--- config.mk ---
export PLATFORM = sky130hd
export DESIGN_NAME = fetch_redirect_ctrl_flat
export DESIGN_NICKNAME = d
export VERILOG_FILES = /design/src/rtl/fetch_redirect_ctrl_pkg.sv /design/src/rtl/fetch_redirect_ctrl_if.sv /design/src/rtl/fetch_redirect_ctrl_load_use_detect.sv /design/src/rtl/fetch_redirect_ctrl.sv /design/src/flat_wrapper.sv
export SDC_FILE = /design/constraint.sdc
export NUM_CORES = 1
export LEC_CHECK = 0
export ABC_CLOCK_PERIOD_IN_PS = 4200
export BUFFER_PORTS_ARGS = -buffer_cell sky130_fd_sc_hd__buf_2
export CAP_MARGIN = 20
export CORE_MARGIN = 8
export CORE_UTILIZATION = 53
export DETAILED_ROUTE_END_ITERATION = 7
export PLACE_DENSITY = 0.95
export SYNTH_ARGS = -nofsm -noshare
export SYNTH_HDL_FRONTEND = slang
export SYNTH_HIERARCHICAL = 1
export SYNTH_SLANG_ARGS = --single-unit
export TNS_END_PERCENT = 20
--- constraint.sdc ---
create_clock -name clock -period 4.2 [get_ports clock]
set_input_delay 0 -clock clock [delete_from_list [all_inputs] [get_ports clock]]
set_output_delay 0 -clock clock [all_outputs]
set_load 0.1 [all_outputs]
--- src/rtl/fetch_redirect_ctrl_pkg.sv ---
// Shared core package: fetch FSM states and fetch/PC constants.
// Imported by the fetch redirect controller and its hazard detector.
package core_pkg;

    typedef enum logic [1:0] {
        RUN  = 2'd0,
        WAIT = 2'd1,
        KILL = 2'd2
    } fetch_state_t;

    localparam logic [31:0] RESET_VECTOR = 32'h0000_0000;
    localparam int          INSTR_BYTES  = 4;
    localparam int          REG_ADDR_W   = 5;

endpackage

--- src/rtl/fetch_redirect_ctrl_if.sv ---
// Instruction-memory request/response handshake between the fetch
// controller (master) and imem (slave).
interface fetch_redirect_ctrl_if #(
    parameter int XLEN = 32
);
    logic            io_imem_req_valid;
    logic            io_imem_req_ready;
    logic [XLEN-1:0] io_imem_req_addr;
    logic            io_imem_resp_valid;
    logic            io_imem_resp_ready;

    modport master (
        output io_imem_req_valid,
        input  io_imem_req_ready,
        output io_imem_req_addr,
        input  io_imem_resp_valid,
        output io_imem_resp_ready
    );

    modport slave (
        input  io_imem_req_valid,
        output io_imem_req_ready,
        input  io_imem_req_addr,
        output io_imem_resp_valid,
        input  io_imem_resp_ready
    );
endinterface

--- src/rtl/fetch_redirect_ctrl_load_use_detect.sv ---
// Load-use hazard term: EX load whose destination feeds an ID source.
// Register x0 never creates a dependency.
module load_use_detect
    import core_pkg::*;
(
    input  logic                  i_ex_memread,
    input  logic [REG_ADDR_W-1:0] i_ex_rd,
    input  logic [REG_ADDR_W-1:0] i_id_rs1,
    input  logic [REG_ADDR_W-1:0] i_id_rs2,
    output logic                  o_hazard
);
    logic w_rd_nz;
    logic w_match;

    assign w_rd_nz  = (i_ex_rd != '0);
    assign w_match  = (i_ex_rd == i_id_rs1) | (i_ex_rd == i_id_rs2);
    assign o_hazard = i_ex_memread & w_rd_nz & w_match;
endmodule

--- src/rtl/fetch_redirect_ctrl.sv ---
// Fetch PC sequencer: single-outstanding imem fetch, branch redirect with
// stale-fetch kill, load-use bubbles and a saturating redirect counter.
module fetch_redirect_ctrl #(
    parameter int          XLEN         = 32,
    parameter logic [31:0] RESET_VECTOR = core_pkg::RESET_VECTOR,
    parameter int          INSTR_BYTES  = core_pkg::INSTR_BYTES,
    parameter logic [31:0] CNT_RESET    = 32'h0000_0000
) (
    input  logic            clock,
    input  logic            reset,
    input  logic            io_mem_pcsrc,
    input  logic [XLEN-1:0] io_mem_target,
    input  logic            io_ex_memread,
    input  logic [4:0]      io_ex_rd,
    input  logic [4:0]      io_id_rs1,
    input  logic [4:0]      io_id_rs2,
    fetch_redirect_ctrl_if.master imem,
    output logic            io_if_valid,
    output logic            io_stall_if_id,
    output logic            io_flush_if_id,
    output logic            io_flush_id_ex,
    output logic            io_flush_ex_mem,
    output logic [XLEN-1:0] io_pc,
    output logic [31:0]     io_redirect_count
);
    import core_pkg::*;

    localparam logic [XLEN-1:0] ALIGN_MASK = ~(XLEN'(INSTR_BYTES - 1));
    localparam logic [XLEN-1:0] PC_STEP    = XLEN'(INSTR_BYTES);

    fetch_state_t    r_state;
    fetch_state_t    w_state_nxt;
    logic [XLEN-1:0] r_pc;
    logic [XLEN-1:0] w_pc_nxt;
    logic [31:0]     r_count;

    logic w_hazard;
    logic w_redir;
    logic w_stall;
    logic w_req_hs;
    logic w_resp_hs;

    load_use_detect u_lud (
        .i_ex_memread (io_ex_memread),
        .i_ex_rd      (io_ex_rd),
        .i_id_rs1     (io_id_rs1),
        .i_id_rs2     (io_id_rs2),
        .o_hazard     (w_hazard)
    );

    // Everything combinational is forced low while reset is held.
    assign w_redir = reset & io_mem_pcsrc;
    assign w_stall = reset & w_hazard & ~io_mem_pcsrc;

    always_comb begin
        imem.io_imem_req_valid  = 1'b0;
        imem.io_imem_resp_ready = 1'b0;
        unique case (r_state)
            RUN:     imem.io_imem_req_valid  = reset & ~w_stall;
            WAIT:    imem.io_imem_resp_ready = reset & ~w_stall;
            KILL:    imem.io_imem_resp_ready = reset;
            default: ;
        endcase
    end

    assign imem.io_imem_req_addr = r_pc;

    assign w_req_hs  = imem.io_imem_req_valid & imem.io_imem_req_ready;
    assign w_resp_hs = imem.io_imem_resp_valid & imem.io_imem_resp_ready;

    assign io_if_valid     = (r_state == WAIT) & w_resp_hs & ~w_redir;
    assign io_stall_if_id  = w_stall;
    assign io_flush_if_id  = w_redir;
    assign io_flush_id_ex  = w_redir | w_stall;
    assign io_flush_ex_mem = w_redir;
    assign io_pc             = r_pc;
    assign io_redirect_count = r_count;

    always_comb begin
        w_state_nxt = r_state;
        w_pc_nxt    = r_pc;
        unique case (r_state)
            RUN: begin
                if (w_redir)       w_state_nxt = w_req_hs ? KILL : RUN;
                else if (w_req_hs) w_state_nxt = WAIT;
            end
            WAIT: begin
                if (w_redir) begin
                    w_state_nxt = w_resp_hs ? RUN : KILL;
                end else if (w_resp_hs) begin
                    w_state_nxt = RUN;
                    w_pc_nxt    = r_pc + PC_STEP;
                end
            end
            KILL: begin
                // A redirect keeps waiting for the stale response unless it lands now.
                if (w_resp_hs) w_state_nxt = RUN;
            end
            default: w_state_nxt = RUN;
        endcase
        if (w_redir) w_pc_nxt = io_mem_target & ALIGN_MASK;
    end

    always_ff @(posedge clock or negedge reset) begin
        if (!reset) begin
            r_state <= RUN;
            r_pc    <= XLEN'(RESET_VECTOR);
            r_count <= CNT_RESET;
        end else begin
            r_state <= w_state_nxt;
            r_pc    <= w_pc_nxt;
            if (w_redir && (r_count != 32'hFFFF_FFFF)) begin
                r_count <= r_count + 32'd1;
            end
        end
    end
endmodule

--- src/flat_wrapper.sv ---
// flat-port wrapper written by rule: the top's interface ports become plain ports
module fetch_redirect_ctrl_flat import core_pkg::*;
#(
    parameter int          XLEN         = 32,
    parameter logic [31:0] RESET_VECTOR = core_pkg::RESET_VECTOR,
    parameter int          INSTR_BYTES  = core_pkg::INSTR_BYTES,
    parameter logic [31:0] CNT_RESET    = 32'h0000_0000
)
  (clock, reset, io_mem_pcsrc, io_mem_target, io_ex_memread, io_ex_rd, io_id_rs1, io_id_rs2, io_if_valid, io_stall_if_id, io_flush_if_id, io_flush_id_ex, io_flush_ex_mem, io_pc, io_redirect_count, imem_io_imem_req_valid, imem_io_imem_req_ready, imem_io_imem_req_addr, imem_io_imem_resp_valid, imem_io_imem_resp_ready);
  fetch_redirect_ctrl_if #(.XLEN(XLEN)) imem_i ();
  input  logic clock;
  input  logic reset;
  input  logic io_mem_pcsrc;
  input  logic [XLEN-1:0] io_mem_target;
  input  logic io_ex_memread;
  input  logic [4:0] io_ex_rd;
  input  logic [4:0] io_id_rs1;
  input  logic [4:0] io_id_rs2;
  output logic io_if_valid;
  output logic io_stall_if_id;
  output logic io_flush_if_id;
  output logic io_flush_id_ex;
  output logic io_flush_ex_mem;
  output logic [XLEN-1:0] io_pc;
  output logic [31:0] io_redirect_count;
  output wire logic [$bits(imem_i.io_imem_req_valid)-1:0] imem_io_imem_req_valid;
  input wire logic [$bits(imem_i.io_imem_req_ready)-1:0] imem_io_imem_req_ready;
  output wire logic [$bits(imem_i.io_imem_req_addr)-1:0] imem_io_imem_req_addr;
  input wire logic [$bits(imem_i.io_imem_resp_valid)-1:0] imem_io_imem_resp_valid;
  output wire logic [$bits(imem_i.io_imem_resp_ready)-1:0] imem_io_imem_resp_ready;
  assign imem_io_imem_req_valid = imem_i.io_imem_req_valid;
  assign imem_i.io_imem_req_ready = imem_io_imem_req_ready;
  assign imem_io_imem_req_addr = imem_i.io_imem_req_addr;
  assign imem_i.io_imem_resp_valid = imem_io_imem_resp_valid;
  assign imem_io_imem_resp_ready = imem_i.io_imem_resp_ready;
  fetch_redirect_ctrl #(.XLEN(XLEN), .RESET_VECTOR(RESET_VECTOR), .INSTR_BYTES(INSTR_BYTES), .CNT_RESET(CNT_RESET)) u_core (.clock(clock), .reset(reset), .io_mem_pcsrc(io_mem_pcsrc), .io_mem_target(io_mem_target), .io_ex_memread(io_ex_memread), .io_ex_rd(io_ex_rd), .io_id_rs1(io_id_rs1), .io_id_rs2(io_id_rs2), .imem(imem_i), .io_if_valid(io_if_valid), .io_stall_if_id(io_stall_if_id), .io_flush_if_id(io_flush_if_id), .io_flush_id_ex(io_flush_id_ex), .io_flush_ex_mem(io_flush_ex_mem), .io_pc(io_pc), .io_redirect_count(io_redirect_count));
endmodule
* Word level (Yosys, flattened, before mapping)
Cells that the tools add are included.
** Word-level totals
- Output and inout port bits :: 103
- Bits of input ports :: 53
- Bits in registers :: 66
** Cells by class
- Bitwise logic cells :: 15
- Reductions and logical operators :: 6
- Equality and inequality tests :: 6
- Multiplexer cells :: 12
- Add/sub/neg operators :: 2
** Operators by type and width (count)
- 32-bit 2-to-1 mux :: 3
- 32-bit by 1-bit adder with 32-bit output (second input constant) :: 1
- 32-bit by 3-bit adder with 32-bit output (second input constant) :: 1
- 32-bit inequality test (second input constant) :: 1
- 2-bit 2-to-1 mux :: 6
- 1-bit AND :: 10
- 5-bit equality test :: 2
- 2-bit one-hot mux with 3 select lines :: 1
- 5-bit nonzero test :: 1
- 2-bit nonzero test :: 2
- 3-bit by 1-bit inequality test with 1-bit output (second input constant) :: 1
- 1-bit NOT :: 3
- 2-bit by 1-bit equality test with 1-bit output (second input constant) :: 1
- 2-bit equality test (second input constant) :: 1
- 2-bit zero test :: 1
- 1-bit OR :: 2
- 1-bit one-hot mux with 2 select lines :: 1
- 2-bit AND reduction :: 1
- 1-bit logical AND :: 1
- 1-bit 2-to-1 mux :: 1

* Depth between registers and ports, before layout
- Word-level depth :: 12
- Depth in mapped cells :: 10
- Depth with buffers taken out :: 9

* Hierarchy
Netlist, hierarchy kept.
** Modules (own cells, without submodules)
- fetch_redirect_ctrl :: area each 3797.4 um^2, seq. area each 1601.5 um^2, cells each 413, times used 1
- load_use_detect :: area each 125.1 um^2, seq. area each 0.0 um^2, cells each 17, times used 1

* Worst setup path before layout
No wires, ideal clock.
- Path type :: flip-flop to flip-flop
- Start :: reg u_core.r_count[0] (netlist: u_core/io_redirect_count[0])
- End :: reg u_core.r_count[28] (netlist: u_core/io_redirect_count[28])
- Stages on the path, launching flop included :: 8
- Arrival time :: 2.523 ns
- Slack :: 1.518 ns
- Data required time :: 4.041 ns
- Path buffers :: 1
- Setup time :: 0.159 ns
- Path through :: dfrtp_1 > ha_1 > and4_1 > and4_1 > buf_4 > and2_4 > or4b_1 > xnor2_1
** On the way
- Longest elaborated chain between the ends :: 2
- Elaborated cells between the ends (all ways) :: 3
- Those cells by class :: add/sub: 1; eq/ne: 1; reduce/logical: 1
** Ends and longest elaborated chain
- start, declared :: line fetch_redirect_ctrl.sv:35 : logic [31:0] r_count;
- start signal, assigned :: line fetch_redirect_ctrl.sv:113 : r_count <= r_count + 32'd1;
- parallel branches: the longest is 2 deep, another holds 32-bit by 1-bit adder with 32-bit output
Several ways; the timed one is not identified.
A chain may end at the register's enable or synchronous reset.

* Worst setup path in the final report
- Start :: in reset
- End :: out io_flush_ex_mem
** On the way
- Longest elaborated chain between the ends :: 1
** Ends and longest elaborated chain
- start, declared :: line flat_wrapper.sv:12 : input logic reset;
- 1-bit AND :: line fetch_redirect_ctrl.sv:52 : assign w_redir = reset & io_mem_pcsrc;
- end, declared :: line flat_wrapper.sv:23 : output logic io_flush_ex_mem;
Every way passes these cells.

==> impl_metrics.ini <==
[drt]
first_iter_violations = 195
wl_met1_um = 4630
met3_length_um = 1122
drc = 0
vias = 3876
wire_per_inst_um = 17.59
viasPerCell = 5.667
top_layer = met4
dr.pass1.iters = 5
wl_met2_um = 5892
ant_nets = 0
routed_wl_um = 12030

[critical_path]
required_ns = 4.20
rr_worst_depth = 7
critical_path.max_fanout = 61
end_kind = primary output
worstSetupPathType = primary input to primary output
cp-start-kind = primary input
crit_arrival_ns = 2.96

[cts]
post_cts_buffers = 0
cts_resized = 0
clock_latency_ns = 0.34
clkSlewWorstSetupHoldPaths_ns = 0.07
htree_num_levels = 3
root_buffer = clkbuf_8
cts_buffer_depth = 2
clock_sinks = 64
cts_buffers = 9
cts_tree = yes

[logic_synthesis]
synth_area_um2 = 3923
yosys-top-cells-area = dfrtp_1 41%, xnor2_1 8.5%, buf_4 6.9%
synth_async_sr_flop_share = 1.000
synth_cell_type_count = 43
synth.most_common_cell = dfrtp_1
seq_area_frac_synth = 0.4083
synth_edf_count = 0
ys.flop_type = dfrtp_1
synth_common_cells = 64 x dfrtp_1, 55 x nand2_1, 38 x xnor2_1, 37 x nand3_1, 36 x buf_4
synth_seq_cells = 64
synthCells = 430
syn_area_per_cell_um2 = 9.122
yosys_warnings = 6
synth_top_cell_by_area = dfrtp_1
synthDominantCellAreaShare = 0.4083

[worst_hold_path]
holdPathStages = 4
holdCritPathClass = primary input to register

[finish]
drive_gt1_frac = 0.3077
fillCellCount = 529
stdcell_area_um2 = 5057
syn_to_final_growth_pct = 28.93
fin_cells = 684
n_antenna_cell = 0
multiInputGateArea_um2 = 1987
fin_nets = 639
register_area_um2 = 1602

[grt]
grt_pass1_wl_um = 18790
grt_start_max_net_pins = 62
grt-ovfl-total = 0
grtUsageTotal = 0.2285
antenna_found_initial = 0
grt_pass1_vias = 3947

[job]
maxCapViolCount = 0

[floorplanning]
die_w_um = 102.0
die_area_um2 = 10410
core_region_area_um2 = 7214
initial_core_util = 0.5437
die_h_um = 102.0
io_pins = 156
rows = 31

[sta]
tightest_slew_ns = 0.8575
finClkSkew_ns = 0.009661
min_period_ns = 2.963
finalSetupViolations = 0
rsz0062_at_grt = no
holdWs_ns = 0.1105
finalSetupTns_ns = 0
min_period_over_period = 0.7056
clock.fmax_mhz = 337.5
slew_headroom = 0.4239
worst_slack_ns = 1.237
drv_slew = 0
hold_viol = 0

[place]
io_buffers = 149
place_inst = 637
place_area_um2 = 4503
place_hpwl_um = 8533
place_congestion = 0.9249
pre_cts_ws_ns = 1.611

[power]
peakVddDrop_mv = 0.6940
power_frac_clock = 0.228
power_leakage_nw = 2.326
p_seq_frac = 0.288
powerDensity_nw_per_um2 = 558.7
p_comb_frac = 0.484
p_switching_mw = 1.501
internal-power_mw = 1.324
p_sw_frac = 0.5312

[status]
status = complete, no violations
[through the flow]
| step | power (mW) | util |
|---|---|---|
| global route | 2.929 | 0.7010 |
| detailed placement | 2.159 | 0.6242 |
| CTS | 2.829 | 0.7010 |
| finish | 2.825 | 0.7010 |
| floorplan | 1.972 | - |
| global placement | 2.129 | 0.6242 |
[worst max-delay path, stage by stage]
cell and delay [ns]:
dlygate4sd3_1 0.53, buf_2 0.59, nand2_1 0.57, inv_1 0.22, buf_4 0.48, buf_2 0.54
[cells by family after synthesis]
family	count (synthesis)	share of synthesized area
AO/OA/AOI/OAI	48	0.06794
XOR/XNOR	66	0.1474
adder cells (fa/ha/maj)	6	0.01914
buffers and inverters	54	0.08804
flip-flops	64	0.4083
multiplexers	2	0.005741
other	1	0.0009560
AND/OR/NAND/NOR	189	0.2625
[layout make-up]
| type | count | area share |
|---|---|---|
| inverter | 8 | 0.005938 |
| clock inverter | 7 | 0.02375 |
| timing repair buffer | 182 | 0.2118 |
| clock buffer | 9 | 0.02449 |
| multi-input combinational | 315 | 0.3929 |
| tap | 99 | 0.02449 |
| sequential | 64 | 0.3167 |
[what timing repair did]
| item | CTS | global route |
|---|---|---|
| setup endpoints to repair | 0 | 0 |
| endpoints found under the hold margin | 58 | 0 |
| hold buffers | 31 | 0 |
[power by group through the flow]
stage	clock network (mW)	logic, mW	registers [mW]
6_report	0.644	1.37	0.813
5_1_grt	0.686	1.42	0.826
4_1_cts	0.658	1.36	0.808
3_5_place_dp	0	1.34	0.819
3_3_place_gp	0	1.32	0.811
2_1_floorplan	0	0.677	1.29
[flip-flops by register name, summed over array words and instances, names as in the netlist]
register	cells
u_core/imem.io_imem_req_addr	30
u_core/io_redirect_count	32
u_core/r_state	2
[routing by layer]
layer / track usage / vias up
li1: - / 1774
met1: 0.2637 / 1848
met2: 0.3893 / 217
met3: 0.04564 / 37
met4: 0.1242 / 0
met5: 0 / -
[final timing paths]
| kind | startpoint | end | slack (ns) |
|---|---|---|---|
| worst max-delay path | reset | io_flush_ex_mem | 1.24 |
| min in group asynchronous | reset | u_core/imem.io_imem_req_addr[6]$_DFFE_PN0P_ | 0.28 |
| worst min-delay path | imem_io_imem_req_ready | u_core/r_state[1]$_DFFE_PN0P_ | 0.11 |
| worst max register to register | u_core/r_state[1]$_DFFE_PN0P_ | u_core/imem.io_imem_req_addr[27]$_DFFE_PN0P_ | 1.67 |
| worst min register to register | u_core/io_redirect_count[23]$_DFFE_PN0P_ | u_core/io_redirect_count[23]$_DFFE_PN0P_ | 0.49 |
| max in group asynchronous | reset | u_core/imem.io_imem_req_addr[16]$_DFFE_PN0P_ | 2.98 |
[cell usage in the layout (no fill, tap or decap), types with 2 or more instances in the layout]
cell type	count
a31oi_1	2
nor4_1	7
inv_1	8
xor2_1	28
a21oi_1	12
clkbuf_8	9
and2_1	5
nand2_1	55
conb_1	4
nor3b_1	3
nor2_1	17
dfrtp_1	64
and3_1	10
bufinv_16	3
nand3_1	37
or4_1	2
xnor2_1	38
clkinv_4	2
ha_1	6
nor4_2	3
and4_1	8
buf_2	149
buf_4	2
o21ai_0	27
mux2_2	2
nor3_1	6
nand4_1	25
dlygate4sd3_1	31
Note: power is estimated with default switching activity, not from simulation.
